File: src/rtl/instr_fetch_unit.sv
// rtl/instr_fetch_unit.sv - fetch stage: PC, ROM address and decoder-facing instruction queue
// Optional build macro: FETCH_BRANCH_PREDECODE_EN (follow unconditional B at fetch, flag on instr_pred)

module instr_fetch_queue #(
  parameter int DEPTH = 2,
  parameter int W     = 8
) (
  input  logic                             clk,
  input  logic                             rst,
  input  logic                             flush,
  input  logic                             push,
  input  logic                             pop,
  input  logic [W-1:0]                     wdata,
  output logic [W-1:0]                     rdata,
  output logic [$clog2(DEPTH+1)-1:0]       count
);
  localparam int PW = $clog2(DEPTH);
  localparam int CW = $clog2(DEPTH+1);

  logic [W-1:0]  mem [DEPTH];
  logic [PW-1:0] head;
  logic [PW-1:0] tail;

  // Flush takes priority over a coincident push/pop so flushed entries are never delivered.
  always_ff @(posedge clk) begin
    if (rst || flush) begin
      head  <= '0;
      tail  <= '0;
      count <= '0;
    end else begin
      if (push) tail <= tail + PW'(1);
      if (pop)  head <= head + PW'(1);
      if (push && !pop)
        count <= count + CW'(1);
      else if (!push && pop)
        count <= count - CW'(1);
    end
  end

  always_ff @(posedge clk) begin
    if (push && !rst && !flush) mem[tail] <= wdata;
  end

  assign rdata = mem[head];
endmodule

module instr_fetch_unit #(
  parameter int ADDR_W      = 11,
  parameter int INSTR_W     = 22,
  parameter int RESET_PC    = 0,
  parameter int QUEUE_DEPTH = 2
) (
  input  logic               clk,
  input  logic               rst,
  input  logic               start,
  input  logic               stop,
  output logic [ADDR_W-1:0]  rom_addr,
  input  logic [INSTR_W-1:0] rom_data,
  output logic               instr_valid,
  input  logic               instr_ready,
  output logic [INSTR_W-1:0] instr_data,
  output logic [ADDR_W-1:0]  instr_pc,
  output logic               instr_pred,
  input  logic               redirect_valid,
  input  logic [ADDR_W-1:0]  redirect_pc,
  output logic               busy
);
  localparam int CW = $clog2(QUEUE_DEPTH+1);
  localparam logic [ADDR_W-1:0] PC_INIT = ADDR_W'(RESET_PC);
`ifdef FETCH_BRANCH_PREDECODE_EN
  localparam int EW = INSTR_W + ADDR_W + 1;
`else
  localparam int EW = INSTR_W + ADDR_W;
`endif

  typedef enum logic {IDLE, RUN} state_t;

  state_t             state;
  logic [ADDR_W-1:0]  pc;
  logic [ADDR_W-1:0]  next_pc;
  logic [CW-1:0]      q_count;
  logic [EW-1:0]      q_wdata;
  logic [EW-1:0]      q_rdata;
  logic               q_full;
  logic               pop;
  logic               push;
  logic               flush;

  assign rom_addr    = pc;
  assign instr_valid = (q_count != '0);
  assign q_full      = (q_count == CW'(QUEUE_DEPTH));
  assign pop         = instr_valid & instr_ready;
  assign flush       = start | redirect_valid;
  assign push        = (state == RUN) & ~redirect_valid & ~stop & ~start & (~q_full | pop);

  assign instr_data  = instr_valid ? q_rdata[EW-1 -: INSTR_W] : '0;

`ifdef FETCH_BRANCH_PREDECODE_EN
  logic is_branch;
  assign is_branch  = (rom_data[INSTR_W-1 -: 5] == 5'b10010);
  assign next_pc    = is_branch ? rom_data[ADDR_W-1:0] : pc + ADDR_W'(1);
  assign q_wdata    = {rom_data, pc, is_branch};
  assign instr_pc   = instr_valid ? q_rdata[ADDR_W:1] : '0;
  assign instr_pred = instr_valid & q_rdata[0];
`else
  assign next_pc    = pc + ADDR_W'(1);
  assign q_wdata    = {rom_data, pc};
  assign instr_pc   = instr_valid ? q_rdata[ADDR_W-1:0] : '0;
  assign instr_pred = 1'b0;
`endif

  // Priority: rst > start > redirect > stop/push. Redirect leaves state alone.
  always_ff @(posedge clk) begin
    if (rst) begin
      state <= IDLE;
      busy  <= 1'b0;
      pc    <= PC_INIT;
    end else if (start) begin
      state <= RUN;
      busy  <= 1'b1;
      pc    <= PC_INIT;
    end else begin
      if (redirect_valid)
        pc <= redirect_pc;
      else if (push)
        pc <= next_pc;
      if (stop) begin
        state <= IDLE;
        busy  <= 1'b0;
      end
    end
  end

  instr_fetch_queue #(
    .DEPTH (QUEUE_DEPTH),
    .W     (EW)
  ) u_queue (
    .clk   (clk),
    .rst   (rst),
    .flush (flush),
    .push  (push),
    .pop   (pop),
    .wdata (q_wdata),
    .rdata (q_rdata),
    .count (q_count)
  );
endmodule

File: config.mk
export PLATFORM = sky130hd
export DESIGN_NAME = instr_fetch_unit
export DESIGN_NICKNAME = d
export VERILOG_FILES = /design/src/rtl/instr_fetch_unit.sv
export SDC_FILE = /design/constraint.sdc
export NUM_CORES = 1
export LEC_CHECK = 0
export CAP_MARGIN = 5
export CORE_MARGIN = 2
export CORE_UTILIZATION = 48
export CTS_BUF_LIST = sky130_fd_sc_hd__clkbuf_8 sky130_fd_sc_hd__clkbuf_16
export DETAILED_ROUTE_END_ITERATION = 6
export HOLD_SLACK_MARGIN = 0.02
export PLACE_DENSITY = 0.9
export SLEW_MARGIN = 20
export SYNTH_ARGS = -nofsm -noshare
export SYNTH_HDL_FRONTEND = slang
export SYNTH_SLANG_ARGS = --single-unit
File: constraint.sdc
create_clock -name clk -period 7.4 [get_ports clk]
set_clock_uncertainty 0.1 [all_clocks]
set_input_delay 1.48 -clock clk [delete_from_list [all_inputs] [get_ports clk]]
set_output_delay 1.48 -clock clk [all_outputs]
set_load 0.005 [all_outputs]
==> results.yml, run 1 <==
global_route:
  grt_overflow: 0
  track_usage: 0.177
  grt_pass1_wl_um: 10200
  antenna_found_initial: 0
  first_global_vias: 2098
  grt_max_degree: 34
die:
  coreArea_mm2: 0.00679
  die_h_um: 87.6
  dieArea_mm2: 0.00767
  start_util: 0.494
  die_width_um: 87.6
  ioPinCount: 86
  row_count: 30
finish:
  drive_gt1_frac: 0.0937
  fillerInstances: 486
  final_cells: 427
  final_cell_mix: "clkdlybuf4s50_1 (84), edfxtp_1 (66), nor2_1 (39)"
  mostFrequentLayoutCell: "clkdlybuf4s50_1"
  antennaDiodeCount: 0
  fin_nets: 367
  area_delta_synth_final_pct: 35.0
clock_network:
  clk_latency_ns: 0.35
  post-cts-setup-buffer-count: 0
  ctsHtreeMaxLevel: 3
  ctsHoldBuffers: 0
  cts.sinks: 83
  cts_tree: "built"
  cts_made_buffers: 9
  clkTransAtPathRegs_ns: 0.07
  cts_repair_resize_count: 0
  root_buffer: "clkbuf_8"
  cts_buffer_depth: 2
timing:
  fin_setup_tns_ns: 0
  rsz0062_at_grt: "no"
  hold_viol: 0
  layout_min_cycle_time_ns: 3.85
  slew_headroom: 0.325
  setup_viol: 0
  final.period_utilization: 0.520
  fmaxAchievable_ghz: 0.260
  worst_pin_slew_ns: 1.01
  drv_slew: 0
placed_design:
  dpl.hpwl_um: 4360
  placedCellCount: 411
  io_buffers: 84
  gp_congestion: 0.873
pwr:
  p_leak_nw: 1.39
  power_density_mw_per_mm2: 204
  vdd_drop_max_mv: 0.0959
drt:
  topRoutingLayerUsed: "met4"
  wl_met1_um: 2790
  drcViolationCount: 0
  vias: 2154
  routedWlPerCell_um: 15.3
  ant_nets: 0
  drt_iter0_markers: 95
  first_pass_iters: 4
  drt_wl_total_um: 6520
  avgViaCountPerCell: 5.04
  wl_met2_um: 3260
  routed-wl-met3_um: 374
logic_synthesis:
  yosysSeqAreaShare: 0.692
  synth_top_area_cell: "edfxtp_1"
  synth_top_area_share: 0.591
  synthTopCellsByArea: "edfxtp_1 (59%), dfxtp_1 (10%), mux2i_1 (10%)"
  yosys.cell_types.count: 29
  synth_cells: 241
  ys_seq_elements: 83
  ys.warnings.count: 0
  synthesis.nets: 282
  avgSynthCellArea_um2: 13.9
  syn-cell-area_mm2: 0.00335
setup_path:
  cp-end-kind: "output pin"
  critPathMaxFanout: 33
  cp_slowest_cell: "dfxtp_2"
  path_cells: "mux2i_1 > nor2_1 > clkdlybuf4s50_1"
  startpoint_type: "register"
  crit_type: "reg2out"
  reg2reg_depth: 5
  cp_data_required_time_ns: 5.82
  cpPeakStageDelay_ns: 0.98
  cp_data_arrival_time_ns: 2.27
run:
  maxCapViolations: 0
min_path:
  worst_hold_path_type: "reg2reg"
  hold_depth: 2
outcome:
  outcome: "completed"
[cells by family after synthesis]
| group | Yosys count | share of synthesized area |
|---|---|---|
| AO/OA/AOI/OAI | 25 | 0.0373 |
| XOR/XNOR | 14 | 0.0366 |
| adder cells (fa/ha/maj) | 2 | 0.00746 |
| buffers and inverters | 16 | 0.0228 |
| flip-flops | 83 | 0.692 |
| multiplexers | 34 | 0.101 |
| other | 1 | 0.00112 |
| AND/OR/NAND/NOR | 66 | 0.101 |
[metrics by stage]
step                      power, W  setup slack [ns]  instance area (um^2)  hold WS [ns]   util
after global routing      0.000951              3.41                  4530         0.437  0.667
after CTS                 0.000930              3.50                  4530         0.412  0.667
after global placement    0.000564              3.60                  4290         0.394  0.632
final                     0.000924              3.55                  4530         0.423  0.667
after floorplan           0.000533              1.26                  3350         0.367      -
after detailed placement  0.000566              3.49                  4290         0.398  0.632
[sequential cells by signal, indices dropped and copies added (netlist names), named ones only]
register,flops
u_queue.tail,1
rom_addr,11
state,1
u_queue.count,2
u_queue.head,1
u_queue.mem,66
[cells in the mapped netlist (all sizes together)]
| library cell | n |
|---|---|
| inv | 3 |
| ha | 2 |
| mux2i | 34 |
| or3b | 1 |
| nor4 | 6 |
| clkbuf | 7 |
| nand4bb | 1 |
| buf | 6 |
| nor3b | 2 |
| nor4b | 2 |
| a21oi | 13 |
| o21ai | 12 |
| nor3 | 3 |
| dfxtp | 17 |
| nand4 | 3 |
| xor2 | 3 |
| nand2 | 3 |
| edfxtp | 66 |
| nand3 | 3 |
| nor2 | 41 |
| conb | 1 |
| xnor2 | 11 |
| or3 | 1 |
[layer usage]
layer,vias to the layer above,track usage
met5,-,0
met4,0,0.0755
met3,8,0.0377
met2,85,0.298
met1,1014,0.222
li1,1047,-
[layout make-up]
class / instances / area [um^2] / share of cell area
inverters: 3 / 11.3 / 0.00249
flip-flops and latches: 83 / 2320 / 0.513
multi-input cells: 142 / 976 / 0.215
repair buffers: 87 / 863 / 0.191
clock inverters: 6 / 86.3 / 0.0191
clock buffers: 10 / 149 / 0.0329
well taps: 96 / 120 / 0.0265
[worst max-delay path: cells and delay by family, from the launching register on]
family	cells	cell delay [ns]
buffers and inverters	1	0.53
DFF	1	0.98
and+or+nand+nor	1	0.20
muxes	1	0.21
[worst paths after layout]
path | slack (ns) | start | end
worst min register to register | 0.42 | u_queue.count[1] | u_queue.count[1]
worst max register to register | 5.03 | u_queue.count[1] | u_queue.count[1]
worst max-delay path | 3.55 | register | instr_pc[8]
worst min-delay path | 0.42 | u_queue.count[1] | u_queue.count[1]
[power by group]
group	leakage (nW)	switching (W)	internal [W]
Sequential	0.740	0.00000587	0.000505
Clock	0.117	0.000159	0.000210
Combinational	0.535	0.0000154	0.0000289
Total	1.39	0.000180	0.000744
Note: power is estimated with default switching activity, not from simulation.
==> run 2, diff against run 1 <==
--- a/config.mk
+++ b/config.mk
@@ -7,11 +7,11 @@
 export LEC_CHECK = 0
 export CAP_MARGIN = 5
 export CORE_MARGIN = 2
-export CORE_UTILIZATION = 48
+export CORE_UTILIZATION = 44
 export CTS_BUF_LIST = sky130_fd_sc_hd__clkbuf_8 sky130_fd_sc_hd__clkbuf_16
 export DETAILED_ROUTE_END_ITERATION = 6
 export HOLD_SLACK_MARGIN = 0.02
-export PLACE_DENSITY = 0.9
+export PLACE_DENSITY = 0.87
 export SLEW_MARGIN = 20
 export SYNTH_ARGS = -nofsm -noshare
 export SYNTH_HDL_FRONTEND = slang
==> constraint.sdc (replaced) <==
create_clock -name clk -period 3.15 [get_ports clk]
set_clock_uncertainty 0.1 [all_clocks]
set_input_delay 0.63 -clock clk [delete_from_list [all_inputs] [get_ports clk]]
set_output_delay 0.63 -clock clk [all_outputs]
set_load 0.005 [all_outputs]
==> results.yml, run 2 (synthesis gave the netlist of run 1 again) <==
die:
  die_width_um: 91.3
  start_util: 0.458
  row_count: 31
  die_h_um: 91.3
  ioPinCount: 86
  coreArea_mm2: 0.00733
  dieArea_mm2: 0.00834
global_route:
  track_usage: 0.167
  first_global_vias: 2186
  grt_max_degree: 34
  antenna_found_initial: 0
  grt_pass1_wl_um: 10700
  grt_overflow: 0
finish:
  area_delta_synth_final_pct: 35.1
  fillerInstances: 577
  final_cell_mix: "clkdlybuf4s50_1 (84), edfxtp_1 (66), nor2_1 (39)"
  largest-register: "u_queue.mem"
  fin_nets: 369
  mostFrequentLayoutCell: "clkdlybuf4s50_1"
  drive_gt1_frac: 0.0901
  largest_reg_flops: 66
  final_area_mm2: 0.00453
  antennaDiodeCount: 0
min_path:
  hold_start: "u_queue.head"
  worst_hold_path_type: "reg2reg"
clock_network:
  root_buffer: "clkbuf_8"
  cts.sinks: 83
  clk_latency_ns: 0.34
  ctsHoldBuffers: 0
  cts_buffer_depth: 2
  post-cts-setup-buffer-count: 0
  cts_tree: "built"
  cts_made_buffers: 9
  cts_repair_resize_count: 0
  ctsHtreeMaxLevel: 3
  clkTransAtPathRegs_ns: 0.07
setup_path:
  r2r-start: "u_queue.count[0]"
  startpoint_type: "register"
  crit_end: "instr_pc[0]"
  crit_path_start: "u_queue.count[0]"
  critPathMaxFanout: 22
  cp_data_arrival_time_ns: 2.10
  cp_data_required_time_ns: 2.42
  crit_type: "reg2out"
  reg2reg_slack_ns: 0.72
  reg2reg_depth: 5
  r2r_end: "u_queue.count[1]"
  cp-end-kind: "output pin"
timing:
  setup_viol: 0
  drv_slew: 0
  worst_pin_slew_ns: 1.05
  rsz0062_at_grt: "no"
  layout_min_cycle_time_ns: 2.83
  final.period_utilization: 0.899
  fin_setup_tns_ns: 0
  fmaxAchievable_ghz: 0.353
  slew_headroom: 0.295
  hold_viol: 0
placed_design:
  dpl.hpwl_um: 4540
  gp_congestion: 0.839
  placed_cell_area_mm2: 0.00437
  io_buffers: 84
drt:
  drt_wl_total_um: 6630
  routedWlPerCell_um: 15.3
  first_pass_iters: 4
  avgViaCountPerCell: 4.96
  drcViolationCount: 0
  vias: 2144
  drt_iter0_markers: 97
  ant_nets: 0
run:
  maxCapViolations: 0
pwr:
  power_density_mw_per_mm2: 429
  p_leak_nw: 1.39
  vdd_drop_max_mv: 0.211
outcome:
  outcome: "completed"
==> run 2: power breakdown <==
| group | internal, W | switching, W |
|---|---|---|
| clock network | 0.000295 | 0.000342 |
| logic | 0.0000691 | 0.0000373 |
| registers | 0.00119 | 0.0000131 |
| total | 0.00155 | 0.000392 |
==> run 2: per-layer routing <==
metal | up-vias | routed length, um | global-route usage
li1 | 1057 | - | -
met1 | 1015 | 2930 | 0.219
met4 | 0 | 75 | 0.0682
met3 | 8 | 344 | 0.0373
met5 | - | 0 | 0
met2 | 64 | 3280 | 0.269
==> run 2: per-stage QoR <==
step	power [W]	hold WS (ns)	instances	util	setup slack, ns
2_1_floorplan	0.00125	0.367	241	-	0.275
3_3_place_gp	0.00133	0.387	416	0.596	0.122
3_5_place_dp	0.00133	0.401	416	0.596	0.0246
4_1_cts	0.00196	0.426	432	0.618	0.267
5_1_grt	0.00201	0.450	432	0.618	0.151
6_report	0.00194	0.421	432	0.618	0.317
==> run 2: worst min-delay path by stage <==
stage | slack (ns) | endpoint | cells after the start
final | 0.42 | u_queue.head | 2
after detailed placement | 0.40 | register | 2
after global placement | 0.39 | u_queue.head | 2
after CTS | 0.43 | u_queue.count[1] | 2
after floorplan | 0.37 | u_queue.count[1] | 2
after global routing | 0.45 | u_queue.mem[1][10] | 0
==> run 2: critical path: stages, from the launching register on <==
cell and delay, ns:
dfxtp_1 0.37, nor2_2 0.46, buf_4 0.37, nor2_1 0.09, clkdlybuf4s50_1 0.46
==> run 2: final cells by class <==
class | instances | area, um^2 | share of cell area
well taps | 99 | 124 | 0.0273
clock inverters | 6 | 26.3 | 0.00580
multi-input cells | 142 | 993 | 0.219
repair buffers | 89 | 916 | 0.202
flip-flops and latches | 83 | 2320 | 0.513
inverters | 3 | 11.3 | 0.00248
clock buffers | 10 | 138 | 0.0304
==> run 3, diff against run 2 <==
--- a/config.mk
+++ b/config.mk
@@ -10,6 +10,7 @@
 export CORE_UTILIZATION = 44
 export CTS_BUF_LIST = sky130_fd_sc_hd__clkbuf_8 sky130_fd_sc_hd__clkbuf_16
 export DETAILED_ROUTE_END_ITERATION = 6
+export GPL_TIMING_DRIVEN = 0
 export HOLD_SLACK_MARGIN = 0.02
 export PLACE_DENSITY = 0.87
 export SLEW_MARGIN = 20
==> results.yml, run 3 (synthesis gave the netlist of run 1 again) <==
outcome:
  outcome: "completed"
clock_network:
  cts_tree: "built"
  cts_buffer_depth: 2
  ctsHtreeMaxLevel: 3
  clk_latency_ns: 0.35
  ctsHoldBuffers: 0
  cts_made_buffers: 9
  clkTransAtPathRegs_ns: 0.08
  post-cts-setup-buffer-count: 0
  root_buffer: "clkbuf_8"
  cts_repair_resize_count: 0
  cts.sinks: 83
drt:
  wl_met1_um: 2790
  routedWlPerCell_um: 15.0
  drt_wl_total_um: 6690
  drt_iter0_markers: 46
  topRoutingLayerUsed: "met4"
  avgViaCountPerCell: 4.94
  first_pass_iters: 4
  ant_nets: 0
  drcViolationCount: 0
  vias: 2204
  routed-wl-met3_um: 381
  wl_met2_um: 3400
global_route:
  grt_overflow: 0
  antenna_found_initial: 0
  track_usage: 0.172
  first_global_vias: 2283
  grt_pass1_wl_um: 11000
  grt_max_degree: 16
setup_path:
  worst-path-buf-inv: 2
  crit_family: "buffers and inverters"
  cp-end-kind: "output pin"
  path_common_cell: "nor2_1"
  r2r-start: "u_queue.count[1]"
  crit_type: "reg2out"
  cp_data_required_time_ns: 2.42
  path_cells: "nor2_1 > clkbuf_1 > nor2_1 > clkdlybuf4s50_1"
  cp_slowest_cell: "clkdlybuf4s50_1"
  crit_path_start: "u_queue.count[0]"
  startpoint_type: "register"
  critPathMaxFanout: 10
  cp_data_arrival_time_ns: 2.15
  cpPeakStageDelay_ns: 0.48
finish:
  fin_nets: 383
  utilization: 0.627
  final_cell_mix: "clkdlybuf4s50_1 (84), edfxtp_1 (66), nor2_1 (40)"
  largest_reg_flops: 66
  area_delta_synth_final_pct: 37.1
  drive_gt1_frac: 0.107
  mostFrequentLayoutCell: "clkdlybuf4s50_1"
  fillerInstances: 539
  antennaDiodeCount: 0
  final_area_mm2: 0.00460
  largest-register: "u_queue.mem"
die:
  die_h_um: 91.3
  row_count: 31
  dieArea_mm2: 0.00834
  coreArea_mm2: 0.00733
  die_width_um: 91.3
  ioPinCount: 86
  start_util: 0.458
timing:
  setup_slack_ns: 0.269
  final.period_utilization: 0.915
  worst_pin_slew_ns: 0.639
  fmaxAchievable_ghz: 0.347
  hold_viol: 0
  rsz0062_at_grt: "no"
  slew_headroom: 0.573
  fin_setup_tns_ns: 0
  hold_slack_ns: 0.438
  setup_viol: 0
  layout_min_cycle_time_ns: 2.88
  drv_slew: 0
pwr:
  vdd_drop_max_mv: 0.223
  power_density_mw_per_mm2: 431
  p_leak_nw: 1.42
placed_design:
  gp_congestion: 0.908
  placed_cell_area_mm2: 0.00442
  io_buffers: 84
  dpl.hpwl_um: 4820
  place_ws_ns: 0.0202
run:
  maxCapViolations: 0
min_path:
  hold_start: "u_queue.count[1]"
  worst_hold_path_type: "reg2reg"
[run 3: cell type report]
class | count | area, um^2 | share of cell area
inverters | 3 | 11.3 | 0.00245
multi-input cells | 142 | 986 | 0.214
plain buffers | 13 | 65.1 | 0.0141
flip-flops and latches | 83 | 2320 | 0.505
well taps | 99 | 124 | 0.0269
clock inverters | 7 | 53.8 | 0.0117
clock buffers | 9 | 124 | 0.0269
repair buffers | 90 | 912 | 0.198
[run 3: path summary, 6_finish.rpt]
kind / end / slack (ns) / cells after the start
setup / recovery: instr_data[11] / 0.27 / 4
hold / removal: u_queue.count[1] / 0.44 / 2
setup reg to reg: u_queue.count[1] / 0.69 / 6
hold reg to reg: u_queue.count[1] / 0.44 / 2
[run 3: stage by stage]
stage	total power, W	std cells
6_report	0.00198	446
5_1_grt	0.00205	446
4_1_cts	0.00200	446
3_5_place_dp	0.00133	430
3_3_place_gp	0.00133	424
2_1_floorplan	0.00125	241
[run 3: layer usage]
metal | track usage | vias to the layer above
met1 | 0.205 | 1034
met3 | 0.0481 | 15
li1 | - | 1080
met4 | 0.0871 | 0
met5 | 0 | -
met2 | 0.286 | 75
[run 3: worst min-delay path, stage by stage (launching register included)]
cell and delay [ns]:
dfxtp_1 0.34, o21ai_0 0.08, a21oi_1 0.07
[run 3: power breakdown]
group          switching [W]  internal [W]  leakage (nW)
clock               0.000383      0.000289        0.0818
combinational      0.0000381     0.0000705         0.597
sequential         0.0000127       0.00119         0.740
total               0.000433       0.00155          1.42
